## src/rtl/mem_arb.sv

```systemverilog
// mem_arb: arbitrates a fetch port (IF) and a load/store port (MEM) onto a
// single 8-bit RAM, moving one byte per cycle.
//   clk, rst           clock, asynchronous active-low reset
//   if_req/if_addr     fetch request (always 4 bytes), abortable by dropping if_req
//   if_data/if_done    fetched word (little-endian) and one-cycle done pulse
//   mem_req/mem_we     load/store request and direction
//   mem_addr/mem_len   base byte address, size (00 byte, 01 half, 1x word)
//   mem_wdata          store data, sent LSB first
//   mem_rdata/mem_done zero-extended load data and one-cycle done pulse
//   ram_addr/ram_we/ram_wdata/ram_rdata  byte RAM port, read data one cycle late
//   stall_o            pipeline stall while any request is still outstanding
module mem_arb #(
  parameter int unsigned ADDR_W = 32
) (
  input  logic              clk,
  input  logic              rst,
  input  logic              if_req,
  input  logic [ADDR_W-1:0] if_addr,
  output logic [31:0]       if_data,
  output logic              if_done,
  input  logic              mem_req,
  input  logic              mem_we,
  input  logic [ADDR_W-1:0] mem_addr,
  input  logic [1:0]        mem_len,
  input  logic [31:0]       mem_wdata,
  output logic [31:0]       mem_rdata,
  output logic              mem_done,
  output logic [ADDR_W-1:0] ram_addr,
  output logic              ram_we,
  output logic [7:0]        ram_wdata,
  input  logic [7:0]        ram_rdata,
  output logic              stall_o
);

  localparam logic [1:0] S_IDLE = 2'd0;
  localparam logic [1:0] S_RUN  = 2'd1;
  localparam logic [1:0] S_DONE = 2'd2;

  localparam logic OWN_IF  = 1'b0;
  localparam logic OWN_MEM = 1'b1;

  logic [1:0]        state_q, state_d;
  logic              owner_q, owner_d;
  logic              we_q, we_d;
  logic [2:0]        n_q, n_d;
  logic [2:0]        k_q, k_d;
  logic [ADDR_W-1:0] base_q, base_d;
  logic [31:0]       data_q, data_d;
  logic [31:0]       if_data_q, if_data_d;
  logic [31:0]       mem_rdata_q, mem_rdata_d;

  logic [2:0] k_m1;
  logic       tail;
  logic       drive;

  assign k_m1  = k_q - 3'd1;
  // Reads run one cycle past the last address (k == n) to catch the late byte.
  assign tail  = (state_q == S_RUN) && !we_q && (k_q == n_q);
  assign drive = (state_q == S_RUN) && !tail;

  always_comb begin
    state_d     = state_q;
    owner_d     = owner_q;
    we_d        = we_q;
    n_d         = n_q;
    k_d         = k_q;
    base_d      = base_q;
    data_d      = data_q;
    if_data_d   = if_data_q;
    mem_rdata_d = mem_rdata_q;
    case (state_q)
      S_IDLE: begin
        if (mem_req) begin
          state_d = S_RUN;
          owner_d = OWN_MEM;
          we_d    = mem_we;
          n_d     = (mem_len == 2'b00) ? 3'd1 : (mem_len == 2'b01) ? 3'd2 : 3'd4;
          k_d     = '0;
          base_d  = mem_addr;
          data_d  = '0;
        end else if (if_req) begin
          state_d = S_RUN;
          owner_d = OWN_IF;
          we_d    = 1'b0;
          n_d     = 3'd4;
          k_d     = '0;
          base_d  = if_addr;
          data_d  = '0;
        end
      end
      S_RUN: begin
        if (owner_q == OWN_IF && !if_req) begin
          state_d = S_IDLE;
        end else if (we_q) begin
          if (k_q == n_q - 3'd1) state_d = S_DONE;
          else                   k_d     = k_q + 3'd1;
        end else begin
          if (k_q != 3'd0) begin
            for (int unsigned i = 0; i < 4; i++) begin
              if (k_m1 == i[2:0]) data_d[8*i +: 8] = ram_rdata;
            end
          end
          if (k_q == n_q) begin
            state_d = S_DONE;
            // Result is published only on completion so an aborted fetch
            // leaves the previous if_data intact.
            if (owner_q == OWN_MEM) mem_rdata_d = data_d;
            else                    if_data_d   = data_d;
          end else begin
            k_d = k_q + 3'd1;
          end
        end
      end
      S_DONE:  state_d = S_IDLE;
      default: state_d = S_IDLE;
    endcase
  end

  always_ff @(posedge clk or negedge rst) begin
    if (!rst) begin
      state_q     <= S_IDLE;
      owner_q     <= OWN_IF;
      we_q        <= 1'b0;
      n_q         <= '0;
      k_q         <= '0;
      base_q      <= '0;
      data_q      <= '0;
      if_data_q   <= '0;
      mem_rdata_q <= '0;
    end else begin
      state_q     <= state_d;
      owner_q     <= owner_d;
      we_q        <= we_d;
      n_q         <= n_d;
      k_q         <= k_d;
      base_q      <= base_d;
      data_q      <= data_d;
      if_data_q   <= if_data_d;
      mem_rdata_q <= mem_rdata_d;
    end
  end

  always_comb begin
    ram_addr  = '0;
    ram_we    = 1'b0;
    ram_wdata = '0;
    if (drive) begin
      ram_addr = base_q + ADDR_W'(k_q);
      ram_we   = we_q;
      if (we_q) begin
        case (k_q[1:0])
          2'd0:    ram_wdata = mem_wdata[7:0];
          2'd1:    ram_wdata = mem_wdata[15:8];
          2'd2:    ram_wdata = mem_wdata[23:16];
          default: ram_wdata = mem_wdata[31:24];
        endcase
      end
    end
  end

  assign if_done   = (state_q == S_DONE) && (owner_q == OWN_IF);
  assign mem_done  = (state_q == S_DONE) && (owner_q == OWN_MEM);
  assign if_data   = if_data_q;
  assign mem_rdata = mem_rdata_q;
  assign stall_o   = (if_req & ~if_done) | (mem_req & ~mem_done);

endmodule

```

## config.mk

```make
export PLATFORM = sky130hd
export DESIGN_NAME = mem_arb
export DESIGN_NICKNAME = d
export VERILOG_FILES = /design/src/rtl/mem_arb.sv
export SDC_FILE = /design/constraint.sdc
export NUM_CORES = 1
export LEC_CHECK = 0
export BUFFER_PORTS_ARGS = -buffer_cell sky130_fd_sc_hd__buf_2
export CORE_ASPECT_RATIO = 0.75
export CORE_MARGIN = 3
export CORE_UTILIZATION = 53
export CTS_BUF_LIST = sky130_fd_sc_hd__clkbuf_4
export DETAILED_ROUTE_END_ITERATION = 10
export PLACE_DENSITY = 0.93
export SLEW_MARGIN = 20
export SYNTH_ARGS = -nofsm -noshare
export SYNTH_HDL_FRONTEND = slang
export SYNTH_SLANG_ARGS = --single-unit
```

## constraint.sdc

```tcl
create_clock -name clk -period 3.2 [get_ports clk]
set_clock_uncertainty 0.1 [all_clocks]
set_input_delay 0.32 -clock clk [delete_from_list [all_inputs] [get_ports clk]]
set_output_delay 0.32 -clock clk [all_outputs]
set_load 0.02 [all_outputs]
```

Word level (Yosys, flattened, before mapping). Index checks and enable logic that the tools add are counted.

Register bits after elaboration: 138. Bits of input ports: 111. Logic and storage cells: 98.

Add/subtract/negate cells: 4. Equal/unequal tests: 17. Muxes and demuxes: 38. Bitwise operators: 8. Reduce and logical (&&, ||, !) cells: 22.

Operators with widths (count): 32-bit 2-to-1 mux (8); 32-bit case mux with 2 select lines (1); 8-bit 2-to-1 mux (6); 32-bit by 3-bit adder with 32-bit output (1); 3-bit 2-to-1 mux (10); 8-bit case mux with 3 select lines (1); 5-bit AND reduction (3); 2-bit 2-to-1 mux (6); 3-bit != test, second input constant (3); 4-bit by 2-bit != test with 1-bit output, second input constant (2); 2-bit by 1-bit == test with 1-bit output, second input constant (3); 3-bit by 2-bit == test with 1-bit output, second input constant (2); 3-bit == test (2); 1-bit logical AND (6); 2-bit logical NOT (3); 3-bit case mux with 2 select lines (1); 3-bit by 1-bit subtractor with 3-bit output, second input constant (2); 1-bit NOT (5); 2-bit == test, second input constant (2); 1-bit 2-to-1 mux (4); 2-bit != test, second input constant (2); 2-bit case mux with 2 select lines (1); 4-bit AND reduction (1); 2-bit nonzero test (2); other kinds (9) (12).

Depth between registers and ports, before layout. Gate-level depths: netlist (run 1).

Depth after elaboration: 7. Depth in mapped cells: 9. Depth with buffers taken out: 8.

Least setup slack after synthesis (run 1). Ideal clock, no wire load.

Kind: flip-flop to output port. Start point: register k_q[0]. End point: output port ram_addr[10]. Arrival: 2.171 ns. Slack: 0.609 ns. Cell stages (with the launch flop): 8. Cell sequence: dfrtp_1 -> ha_1 -> inv_1 -> fa_1 -> nor2b_1 -> o2111ai_1 -> or3_1 -> a21oi_1.

Longest elaborated chain between the ends: 5. Elaborated cells between the ends (all ways): 6. Classes of those cells: 1 x add/sub; 1 x eq/ne; 1 x mux; 3 x reduce/logical.

Ends and longest elaborated chain: start, declared (line 46) `logic [2:0] k_q, k_d;`; start signal, assigned (line 135) `k_q <= k_d;`; parallel branches: the longest is 4 deep, another holds 32-bit by 3-bit adder with 32-bit output; 32-bit 2-to-1 mux (*) (line 147) `if (drive) begin`; end, declared (line 28) `output logic [ADDR_W-1:0] ram_addr,`.

Mark *: on every way between the ends.

Worst setup path after layout (run 1).
Start point: register k_q[0]. End point: output port ram_addr[24].

The elaborated chain is that of the path after synthesis.

==> results.sh, run 1 <==
export IMPL_syn_inst=723
export IMPL_cp_start_kind="flop"
export IMPL_dieArea_um2=14490
export IMPL_yosys_cell_count_top_type="nor2_1"
export IMPL_synth_avg_cell_area_um2=9.579
export IMPL_path_cells="buf_4 > xor2_1 > or4_1 > nand2_1 > buf_6 > nor2_1 > buf_4"
export IMPL_synth_top_area_share_pct=49.86
export IMPL_min_path_type="in2reg"
export IMPL_crit_required_ps=2780
export IMPL_cap_viol_max_count=0
export IMPL_dieWidth_um=138.0
export IMPL_critPathMaxFanout=31
export IMPL_core_area_um2=12520
export IMPL_leakage_nw=4.556
export IMPL_clock_sinks=138
export IMPL_final_util_pct=73.01
export IMPL_maxSlewViolCount=0
export IMPL_slowest_stage="or4_1"
export IMPL_synth_area_leaders="dfrtp_1, mux2i_1, nor2_1"
export IMPL_synth_distinct_cells=42
export IMPL_vias=6757
export IMPL_drt_iter0_drc=783
export IMPL_cts_buffer_depth=2
export IMPL_syn_area_um2=6925
export IMPL_max_freq_mhz=318.3
export IMPL_routed_via_density=5.795
export IMPL_register_area_um2=3457
export IMPL_clk_pin_slew_ps=120
export IMPL_clock_latency_ps=530
export IMPL_fill_cells=855
export IMPL_path_class="reg2out"
export IMPL_area_delta_synth_final_pct=32.03
export IMPL_peakVddDrop_uv=563.1
export IMPL_ys_warnings_count=0
export IMPL_timing_hold_ws_ps=30.28
export IMPL_ios=219
export IMPL_cp_slowest_stage_delay_ps=690
export IMPL_drt_wl_total_um=21500
export IMPL_hpwl_um=13700
export IMPL_first_global_vias=6527
export IMPL_setup_viol=0
export IMPL_ys_seq_elements=138
export IMPL_critPathMostFrequentCell="buf_4"
export IMPL_grt_antenna_before_repair=1
export IMPL_drive_gt1_share_pct=28.93
export IMPL_final_period_utilization_pct=98.19
export IMPL_die_h_um=105.0
export IMPL_synthFlopType="dfrtp_1"
export IMPL_slew_limit_headroom_pct=51.45
export IMPL_yosysTopAreaCell="dfrtp_1"
export IMPL_grt_pass1_wl_um=32780
export IMPL_root_buffer="clkbuf_4"
export IMPL_gp_congestion=0.9117
export IMPL_grt_max_degree=78
export IMPL_layout_nets=1110
export IMPL_grt_usage_pct=28.57
export IMPL_grt_ovfl_total=0
export IMPL_dr_pass1_iters=8
export IMPL_power_per_cell_area_nw_per_um2=1069
export IMPL_synth_fp_nets=846
export IMPL_cts_tree="built"
export IMPL_start_util_pct=55.29
export IMPL_end_kind="output port"
export IMPL_multiInputGateArea_um2=3303
export IMPL_ys_top_cells_by_count="nor2_1, dfrtp_1, a21oi_1"
export IMPL_hold_viol=0
export IMPL_wl_per_cell_um=18.44
export IMPL_arrival_ps=2720
export IMPL_rows=35
export IMPL_numCtsBuffers=17
export IMPL_synthArstFlopShare_pct=100.0
export IMPL_outcome="finished clean"
export IMPL_synth_edff_count=0
export IMPL_portBuffers=218
export IMPL_cts_htree_levels=4
export IMPL_antenna_left=0
export IMPL_fin_crit_ps=3142
export IMPL_route_detailed_drc=0
export IMPL_seq_area_frac_synth_pct=49.86
export IMPL_worst_slew_pin_slew_ps=728.2
## cells in the final DEF (no fill, tap or decap), drive strengths merged, types with 2 or more instances in the layout
master       Yosys  layout
nand2b           3       3
inv             20      23
or3              2       2
nand4            2       2
nor3b            2       2
a211oi           2       2
a21o             2       2
a21oi          108     108
a22o            33      33
nor2b            4       4
nor4            14      14
and2             6       6
xor2             8       8
clkinvlp         0       2
ha              11      11
dlygate4sd3      0      53
a222oi           8       8
nand2           21      21
nor2           150     150
clkbuf          26      17
nand3            9       9
bufinv           0       2
and3             4       4
mux2i           65      65
and4             3       3
dfrtp          138     138
buf             22     240
o21ai           13      13
nor3            13      13
clkinv           0       7
xnor2           23      23
## registers in the layout (all words and copies together) (netlist names)
name	count
base_q	32
data_q	32
if_data	32
mem_rdata	32
k_q	3
n_q	3
state_q	2
owner_q	1
we_q	1
## per-layer routing
metal	share of wire, %	wire length, um	vias up	track usage [%]
met5	0	0	-	0
met1	39	8369	3184	37.80
met4	3.7	788	0	11.78
li1	-	-	3056	-
met2	48	10230	434	46.07
met3	9.8	2115	83	5.486
## timing repair
action / 4_1_cts / 5_1_grt
hold buffers: 53 / 0
gates resized for setup: 6 / 14
endpoints found under the setup margin: 14 / 20
pin swaps: 0 / 1
endpoints found under the hold margin: 104 / 0
setup buffers: 0 / 10
## report_power, final
part | internal (mW) | switching [mW] | leakage (nW) | total, mW
sequential | 2.51 | 0.653 | 1.66 | 3.16
combinational | 1.95 | 3.53 | 2.75 | 5.48
clock | 0.463 | 0.669 | 0.146 | 1.13
total | 4.92 | 4.85 | 4.56 | 9.77
## worst max-delay path, delay by kind of cell (launching register included)
kind	cells	cell delay, ps
xor+xnor	1	190
buf+inv	3	590
flops	1	440
simple gates	3	980
## layout make-up
cell class | instances | share of cell area [%]
Sequential cell | 138 | 37.81
Multi-Input combinational cell | 517 | 36.12
Timing Repair Buffer | 293 | 19.95
Tap cell | 166 | 2.271
Clock inverter | 14 | 1.601
Clock buffer | 17 | 1.396
Inverter | 20 | 0.8210
Antenna cell | 1 | 0.02737
## final timing paths
kind,startpoint,endpoint,slack [ps],cells past startpoint
max,k_q[0]$_DFFE_PN0P_,ram_addr[24],60,7
min,if_addr[7],base_q[7]$_DFFE_PN0P_,30,3
max reg2reg,k_q[0]$_DFFE_PN0P_,mem_rdata[17]$_DFFE_PN0P_,560,7
min reg2reg,data_q[7]$_DFFE_PN0P_,data_q[7]$_DFFE_PN0P_,410,1
max in group asynchronous,rst,if_data[26]$_DFFE_PN0P_,1930,3
min in group asynchronous,rst,mem_rdata[1]$_DFFE_PN0P_,260,2
## kinds of logic after synthesis
kind of cell,count (synthesis),synth area share [%]
buffers and inverters,68,3.866
AOI/OAI and AO/OA,173,15.32
DFF,138,49.86
muxes,66,9.557
and+or+nand+nor,235,15.19
adders and majority gates,12,2.276
xor gates and xnor gates,31,3.921
## metrics by stage
step	setup WS [ps]	TNS, ps	power [mW]	cell area [um2]	instances
5_1_grt	-20.42	-37.86	10.41	9144	1166
3_3_place_gp	441.7	0	8.042	8158	1071
2_1_floorplan	608.5	0	6.530	6925	723
4_1_cts	-26.61	-35.00	9.466	8984	1155
6_report	57.87	0	9.773	9144	1166
3_5_place_dp	360.6	0	8.246	8158	1071
(Power assumes the default switching activity.)
==> inputs of run 2 (changes only) <==
--- a/config.mk
+++ b/config.mk
@@ -5,13 +5,14 @@
 export SDC_FILE = /design/constraint.sdc
 export NUM_CORES = 1
 export LEC_CHECK = 0
+export ABC_AREA = 1
 export BUFFER_PORTS_ARGS = -buffer_cell sky130_fd_sc_hd__buf_2
 export CORE_ASPECT_RATIO = 0.75
 export CORE_MARGIN = 3
-export CORE_UTILIZATION = 53
-export CTS_BUF_LIST = sky130_fd_sc_hd__clkbuf_4
+export CORE_UTILIZATION = 54
+export CTS_BUF_LIST = sky130_fd_sc_hd__clkbuf_8
 export DETAILED_ROUTE_END_ITERATION = 10
-export PLACE_DENSITY = 0.93
+export PLACE_DENSITY = 0.92
 export SLEW_MARGIN = 20
 export SYNTH_ARGS = -nofsm -noshare
 export SYNTH_HDL_FRONTEND = slang
==> run 2 against run 1 <==
Sequential power shrank 12%. Worst setup slack improved by 83 ps. Largest cell class is now multi-input gates. Critical endpoint is now ram_addr[28]. Via count up 23%. Highest routed layer unchanged.
==> results.sh, run 2 <==
export IMPL_outcome="finished clean"
export IMPL_diodes=0
export IMPL_final_cell_area_um2=9524
export IMPL_place_area_um2=8798
export IMPL_layout_common_cells="nand2_1, buf_2, dfrtp_1, nor2_1, o21ai_0"
export IMPL_setup_slack_ps=140.7
export IMPL_peakVddDrop_uv=495.3
export IMPL_worst_slew_pin_slew_ps=722.5
export IMPL_cts_htree_levels=4
export IMPL_synth_distinct_cells=36
export IMPL_antenna_left=0
export IMPL_path_class="reg2out"
export IMPL_power_per_cell_area_nw_per_um2=880.9
export IMPL_worst_r2r_path_depth=8
export IMPL_yosys_cell_count_top_type="nand2_1"
export IMPL_start_util_pct=55.61
export IMPL_p_comb_share_pct=49.1
export IMPL_synth_top_area_share_pct=45.01
export IMPL_setup_viol=0
export IMPL_portBuffers=218
export IMPL_crit_required_ps=2780
export IMPL_critPathMaxFanout=6
export IMPL_cts_tree="built"
export IMPL_sequentialPowerShare_pct=33.2
export IMPL_syn_area_um2=7672
export IMPL_cts_buffer_depth=2
export IMPL_dieWidth_um=143.6
export IMPL_numCtsBuffers=17
export IMPL_min_path_type="in2reg"
export IMPL_vias=8333
export IMPL_end_kind="output port"
export IMPL_dp_cells=1440
export IMPL_synth_edff_count=0
export IMPL_root_buffer="clkbuf_8"
export IMPL_dp_slack_ps=559.8
export IMPL_clock_latency_ps=470
export IMPL_slew_limit_headroom_pct=51.84
export IMPL_ios=219
export IMPL_syn_inst=1090
export IMPL_cp_start_kind="flop"
export IMPL_final_period_utilization_pct=95.60
export IMPL_core_area_um2=13800
export IMPL_total_power_mw=8.390
export IMPL_drive_gt1_share_pct=21.48
export IMPL_seq_area_frac_synth_pct=45.01
export IMPL_hpwl_um=16800
export IMPL_p_clk_share_pct=17.7
export IMPL_yosysTopAreaCell="dfrtp_1"
export IMPL_drt_wl_total_um=23860
export IMPL_synth_fp_nets=1213
export IMPL_maxSlewViolCount=0
export IMPL_fin_crit_ps=3059
export IMPL_hold_path_cell_count=3
export IMPL_hold_viol=0
export IMPL_grt_ovfl_total=0
export IMPL_synth_area_leaders="dfrtp_1, nand2_1, nor2_1"
export IMPL_rows=37
export IMPL_dr_pass1_iters=8
export IMPL_synthFlopType="dfrtp_1"
export IMPL_max_freq_mhz=326.9
export IMPL_layout_commonest_cell="nand2_1"
export IMPL_route_detailed_drc=0
export IMPL_gp_congestion=1.023
export IMPL_arrival_ps=2640
export IMPL_dieArea_um2=15690
export IMPL_layout_cells_non_filler=1502
export IMPL_ys_warnings_count=0
export IMPL_first_global_vias=7381
export IMPL_clock_sinks=138
export IMPL_grt_max_degree=76
export IMPL_drt_iter0_drc=872
export IMPL_synth_avg_cell_area_um2=7.039
export IMPL_die_h_um=109.2
export IMPL_grt_usage_pct=29.73
export IMPL_clk_pin_slew_ps=110
export IMPL_wl_per_cell_um=15.88
export IMPL_p_sw_share_pct=50.14
export IMPL_internal_power_mw=4.183
export IMPL_cap_viol_max_count=0
export IMPL_leakage_nw=5.194
export IMPL_grt_antenna_before_repair=0
export IMPL_layout_nets=1437
export IMPL_ys_top_cells_by_count="nand2_1, dfrtp_1, nor2_1"
export IMPL_synthArstFlopShare_pct=100.0
export IMPL_routed_via_density=5.548
export IMPL_power_switching_mw=4.207
export IMPL_grt_pass1_wl_um=36510
export IMPL_area_delta_synth_final_pct=24.14
export IMPL_ys_seq_elements=138
## run 2: final timing paths
path / start / end / slack (ps)
worst max-delay path: k_q[0]$_DFFE_PN0P_ / ram_addr[28] / 140
worst min-delay path: if_addr[15] / base_q[15]$_DFFE_PN0P_ / 4
worst max register to register: k_q[1]$_DFFE_PN0P_ / mem_rdata[8]$_DFFE_PN0P_ / 580
worst min register to register: if_data[14]$_DFFE_PN0P_ / if_data[14]$_DFFE_PN0P_ / 380
max in group asynchronous: rst / mem_rdata[21]$_DFFE_PN0P_ / 1880
min in group asynchronous: rst / if_data[15]$_DFFE_PN0P_ / 330
## run 2: worst max-delay path, cell delays in order, from the launching register on
cell	delay, ps
dfrtp_2	440
ha_1	200
inv_1	60
fa_1	350
inv_1	120
nand2_1	80
nand2_1	80
nand2_1	90
nor2_1	280
nand2_1	90
nand2_1	70
nand2_1	40
nor2_1	80
buf_2	170
## run 2: power groups by stage
stage	clock network, mW	logic, mW	registers, mW
floorplan	0	2.50	2.92
global placement	0	3.82	2.78
detailed placement	0	3.90	2.78
CTS	1.49	4.03	2.76
global route	1.57	4.53	2.86
finish	1.49	4.12	2.78
## run 2: stage by stage
step	TNS [ps]	utilization [%]	hold slack, ps
floorplan	0	-	-75.59
global placement	0	63.78	284.0
detailed placement	0	63.78	293.9
CTS	0	68.77	0.05523
global route	-32.58	69.04	0.1861
finish	0	69.04	3.920
## run 2: logic make-up (layout without fill, tap and decap cells)
kind of cell / count (synthesis) / in the layout / share of synthesized area (%)
adders and majority gates: 12 / 12 / 2.055
xor gates and xnor gates: 4 / 4 / 0.4566
buffers and inverters: 119 / 356 / 7.012
DFF: 138 / 138 / 45.01
AOI/OAI and AO/OA: 168 / 168 / 11.82
and+or+nand+nor: 649 / 649 / 33.64
## run 2: timing repair
item                                    4_1_cts  5_1_grt
hold buffers                                 27        0
setup buffers                                 0        3
hold endpoints to repair                     91        0
resized for setup                             0        7
endpoints found under the setup margin        0       13
## run 2: final cells by class
cell class / count / area, um2
multi-input cells: 833 / 3692
repair buffers: 258 / 1490
clock inverters: 15 / 185.2
inverters: 66 / 247.7
flip-flops and latches: 138 / 3456
clock buffers: 17 / 234.0
well taps: 175 / 219.0
fillers: 1157 / 4272
## run 2: metal layers
metal	wire length, um	vias to the layer above	global-route usage (%)
li1	-	3925	-
met1	10080	3891	41.48
met2	10830	466	46.30
met3	2501	51	7.190
met4	445	0	9.207
met5	0	-	0
